`src/rtl/insn_split.sv`:
```
// insn_split: fetch-to-decode stage; splits compressed instruction pairs into two halves.
// Pair splitting is enabled by the OPT_CIS_EN macro; without it every word is a single instruction.
`default_nettype none

module insn_split #(
  parameter int AW = 32
) (
  input  logic          i_clk,
  input  logic          i_rst,
  input  logic          i_clear,
  input  logic          i_pf_valid,
  input  logic [31:0]   i_pf_insn,
  input  logic [AW-1:0] i_pf_pc,
  input  logic          i_pf_illegal,
  output logic          o_pf_stalled_n,
  input  logic          i_dcd_ready,
  output logic          o_valid,
  output logic [31:0]   o_insn,
  output logic [AW-1:0] o_pc,
  output logic          o_half,
  output logic          o_illegal
);

  typedef enum logic [1:0] {
    IDLE   = 2'd0,
    SINGLE = 2'd1,
    FIRST  = 2'd2,
    SECOND = 2'd3
  } state_t;

  state_t          state_q, state_d;
  logic [31:0]     insn_q, insn_d;
  logic [AW-1:0]   pc_q, pc_d;
  logic            illegal_q, illegal_d;
  logic            take, consume, take_pair, hold_first;

`ifdef OPT_CIS_EN
  localparam logic [14:0] HNOP = 15'h7FFF;
  logic [14:0]     held_q, held_d;
  logic            half_q, half_d;

  // A pair whose second half is HNOP behaves like a single word in FIRST.
  assign hold_first = (state_q == FIRST) && (held_q != HNOP);
  assign take_pair  = !i_pf_illegal && i_pf_insn[31];
  assign o_half     = half_q;
`else
  assign hold_first = 1'b0;
  assign take_pair  = 1'b0;
  assign o_half     = 1'b0;
`endif

  assign o_valid        = (state_q != IDLE);
  assign consume        = o_valid && i_dcd_ready;
  assign o_pf_stalled_n = i_clear || !o_valid || (i_dcd_ready && !hold_first);
  // A flush leaves the ready line high so the prefetch drops its word.
  assign take           = i_pf_valid && o_pf_stalled_n && !i_clear;

  always_comb begin
    state_d   = state_q;
    insn_d    = insn_q;
    pc_d      = pc_q;
    illegal_d = illegal_q;
`ifdef OPT_CIS_EN
    held_d    = held_q;
    half_d    = half_q;
`endif
    if (i_clear) begin
      state_d = IDLE;
`ifdef OPT_CIS_EN
      held_d  = '0;
`endif
    end else if (consume && hold_first) begin
      state_d = SECOND;
`ifdef OPT_CIS_EN
      insn_d  = {1'b1, held_q, 16'h0000};
      half_d  = 1'b1;
`endif
    end else if (take) begin
      pc_d      = i_pf_pc;
      illegal_d = i_pf_illegal;
`ifdef OPT_CIS_EN
      half_d    = 1'b0;
      held_d    = i_pf_insn[14:0];
`endif
      if (take_pair) begin
        state_d = FIRST;
        insn_d  = {1'b1, i_pf_insn[30:16], 16'h0000};
      end else begin
        state_d = SINGLE;
        insn_d  = i_pf_insn;
      end
    end else if (consume) begin
      state_d = IDLE;
    end
  end

  always_ff @(posedge i_clk) begin
    if (i_rst) begin
      state_q   <= IDLE;
      insn_q    <= '0;
      pc_q      <= '0;
      illegal_q <= 1'b0;
`ifdef OPT_CIS_EN
      held_q    <= '0;
      half_q    <= 1'b0;
`endif
    end else begin
      state_q   <= state_d;
      insn_q    <= insn_d;
      pc_q      <= pc_d;
      illegal_q <= illegal_d;
`ifdef OPT_CIS_EN
      held_q    <= held_d;
      half_q    <= half_d;
`endif
    end
  end

  assign o_insn    = insn_q;
  assign o_pc      = pc_q;
  assign o_illegal = illegal_q;

endmodule

`default_nettype wire

```
`config.mk`:
```
export PLATFORM = sky130hd
export DESIGN_NAME = insn_split
export DESIGN_NICKNAME = d
export VERILOG_FILES = /design/src/rtl/insn_split.sv
export SDC_FILE = /design/constraint.sdc
export NUM_CORES = 1
export LEC_CHECK = 0
export ABC_CLOCK_PERIOD_IN_PS = 2300
export CORE_MARGIN = 10
export CORE_UTILIZATION = 35
export CTS_CLUSTER_SIZE = 12
export DETAILED_ROUTE_END_ITERATION = 6
export PLACE_DENSITY = 0.71
export RECOVER_POWER = 25
export REMOVE_ABC_BUFFERS = 1
export SLEW_MARGIN = 15
export SYNTH_ARGS = -nofsm -noshare
export SYNTH_HDL_FRONTEND = slang
export SYNTH_SLANG_ARGS = --single-unit
```
`constraint.sdc`:
```
create_clock -name i_clk -period 2.3 [get_ports i_clk]
set_input_delay 0.23 -clock i_clk [delete_from_list [all_inputs] [get_ports i_clk]]
set_output_delay 0.23 -clock i_clk [all_outputs]
set_load 0.02 [all_outputs]
```
==> impl_metrics.sql <==
INSERT INTO impl_metrics (metric_group, metric, value, unit) VALUES
('layout', 'drive_gt1_share', '4.03', '%'),
('timing', 'slew_headroom', '25.1', '%'),
('pwr', 'clock_power_share', '34.7', '%'),
('synth', 'seq_area_frac_synth', '43.8', '%'),
('timing', 'finalMaxSlewViolations', '0', ''),
('placement', 'post-place-ws', '0.592', 'ns'),
('global_routing', 'grt_antenna_before_repair', '0', ''),
('pwr', 'worst_ir_drop_on_vdd', '0.334', 'mV'),
('synth', 'syn_area_per_cell', '10.4', 'sq um'),
('setup_path', 'arrival', '2.12', 'ns'),
('routing', 'finalWirelength', '7770', 'um'),
('clock_network', 'cts-root-to-sink-buffers', '2', ''),
('synth', 'netlist_instances', '289', ''),
('floorplan', 'core_area', '8300', 'sq um'),
('pwr', 'leakage_power_total', '1.66', 'nW'),
('clock_network', 'cts_max_level', '3', ''),
('run_status', 'result_of_the_run', 'completed', ''),
('placement', 'globalplace.congestion', '0.657', ''),
('clock_network', 'holdBufCountCts', '0', ''),
('hold_path', 'worst_hold_path.num_cells', '3', ''),
('setup_path', 'critical_path_peak_fanout', '34', ''),
('global_routing', 'global_route.usage.total', '11.7', '%'),
('timing', 'worst_slew_pin_slew', '1.12', 'ns'),
('floorplan', 'die-area', '12700', 'sq um'),
('floorplan', 'num_rows', '33', ''),
('setup_path', 'crit_path_end_kind', 'register', ''),
('timing', 'final.min_clock_period', '1.88', 'ns'),
('timing', 'setup_slack', '0.425', 'ns'),
('layout', 'area_delta_synth_final', '49.9', '%'),
('synth', 'area_share_of_the_largest_cell_type_after_synthesis', '43.8', '%'),
('layout', 'instances_no_fill', '527', ''),
('routing', 'drc', '0', ''),
('clock_network', 'cts_clk_pin_slew_worst_paths', '0.07', 'ns'),
('floorplan', 'top_level_ports', '138', ''),
('clock_network', 'cts_made_buffers', '9', ''),
('floorplan', 'dieHeight', '113', 'um'),
('pwr', 'p_sw_share', '25.0', '%'),
('setup_path', 'launching_element_type_of_the_critical_path', 'input port', ''),
('routing', 'vias', '2318', ''),
('setup_path', 'crit-reg2reg-launch', 'state_q[0]', ''),
('pwr', 'power.sequential.fraction', '46.2', '%'),
('hold_path', 'hold_path_startpoint', 'i_pf_insn[2]', ''),
('layout', 'final_cell_mix', 'clkdlybuf4s50_1, nand2b_1, dfxtp_1', ''),
('hold_path', 'timing.hold.worst.class', 'input port to register', ''),
('global_routing', 'grt_max_degree', '132', ''),
('layout', 'count_of_nets_after_finishing', '487', ''),
('timing', 'hold_slack', '0.462', 'ns'),
('flow_run', 'maxCapViolCount', '0', ''),
('floorplan', 'die_width', '113', 'um'),
('setup_path', 'worstSetupStartpoint', 'i_clear', ''),
('clock_network', 'clk_latency', '0.33', 'ns'),
('setup_path', 'worst-r2r-cell-count', '3', ''),
('timing', 'finalSetupViolCount', '0', ''),
('placement', 'place_inst', '511', ''),
('pwr', 'pwr_density_cell', '591', 'nW/um^2'),
('clock_network', 'clkSinkCount', '66', ''),
('layout', 'most_common_cell_after_layout_fill_and_taps_aside', 'clkdlybuf4s50_1', ''),
('setup_path', 'crit_required', '2.55', 'ns'),
('setup_path', 'critPathKind', 'input port to register', ''),
('synth', 'synthDistinctLibCells', '14', ''),
('routing', 'detail_route.first_pass.iterations', '4', ''),
('synth', 'post_synthesis_cell_area', '3020', 'sq um'),
('routing', 'detail_route.vias_per_cell', '4.40', ''),
('pwr', 'p_int', '2.00', 'mW'),
('global_routing', 'grt_overflow', '0', ''),
('pwr', 'pwr-share-comb', '19.2', '%'),
('timing', 'final_hold_viol_count', '0', ''),
('global_routing', 'grt_first_pass_wirelength', '12300', 'um'),
('clock_network', 'post_cts.repair.setup_buffers', '0', ''),
('synth', 'ys_seq_elements', '66', ''),
('clock_network', 'cts_root_buffer_type', 'clkbuf_8', '');
==> cell usage after synthesis <==
master and instances:
dfxtp_1 66, buf_4 2, inv_1 1, nand2b_1 130, a21oi_1 1, nand3b_1 1, clkbuf_1 13, buf_8 1
mux2i_1 65, conb_1 1, nand2b_4 1, buf_12 5, buf_2 1, a21oi_4 1
==> through the flow <==
| stage | utilization (%) | area [sq um] | power, mW | setup TNS [ns] |
|---|---|---|---|---|
| 2_1_floorplan | - | 2840 | 1.49 | -3.52 |
| 3_3_place_gp | 52.8 | 4380 | 1.77 | 0 |
| 3_5_place_dp | 52.8 | 4380 | 1.78 | 0 |
| 4_1_cts | 55.0 | 4560 | 2.72 | 0 |
| 5_1_grt | 54.5 | 4520 | 2.80 | 0 |
| 6_report | 54.5 | 4520 | 2.67 | 0 |
==> state kept, by name, indices dropped and copies added, names as in the netlist <==
name	count
state_q	1
o_pc	32
o_insn	32
o_illegal	1
==> worst paths after layout <==
check / to / slack (ns)
setup reg to reg: o_insn[10] / 0.59
hold / removal: o_insn[2] / 0.46
setup / recovery: o_insn[10] / 0.42
hold reg to reg: o_insn[17] / 0.47
==> critical path: stages <==
cell	delay (ns)
clkdlybuf4s50_1	0.41
nand2b_1	0.20
a21oi_4	0.13
clkbuf_2	0.85
mux2i_1	0.28
==> kinds of logic after synthesis <==
| kind of cell | after synthesis | synth area share [%] |
|---|---|---|
| simple gates | 132 | 27.6 |
| flops | 66 | 43.8 |
| mux | 65 | 21.5 |
| buf+inv | 23 | 6.22 |
| compound gates | 2 | 0.705 |
| other cells | 1 | 0.124 |
==> cell type report <==
type | instances | share of cell area (%)
Tap cell | 105 | 2.90
Clock buffer | 13 | 3.07
Inverter | 1 | 0.0830
Multi-Input combinational cell | 200 | 33.2
Sequential cell | 66 | 29.2
Clock inverter | 3 | 0.885
Timing Repair Buffer | 139 | 30.6
==> per-layer routing <==
metal | global-route usage (%) | routed length (um)
met1 | 13.6 | 3310
met2 | 17.6 | 3480
met3 | 6.92 | 864
met4 | 3.81 | 117
met5 | 0 | 0
==> power by group through the flow <==
stage	logic (mW)	clock network, mW	registers (mW)
floorplan	0.158	0	1.33
global placement	0.518	0	1.26
detailed placement	0.525	0	1.26
CTS	0.527	0.962	1.23
global route	0.550	1.01	1.24
finish	0.513	0.926	1.23
No activity file was read; power rests on OpenSTA's default activity.
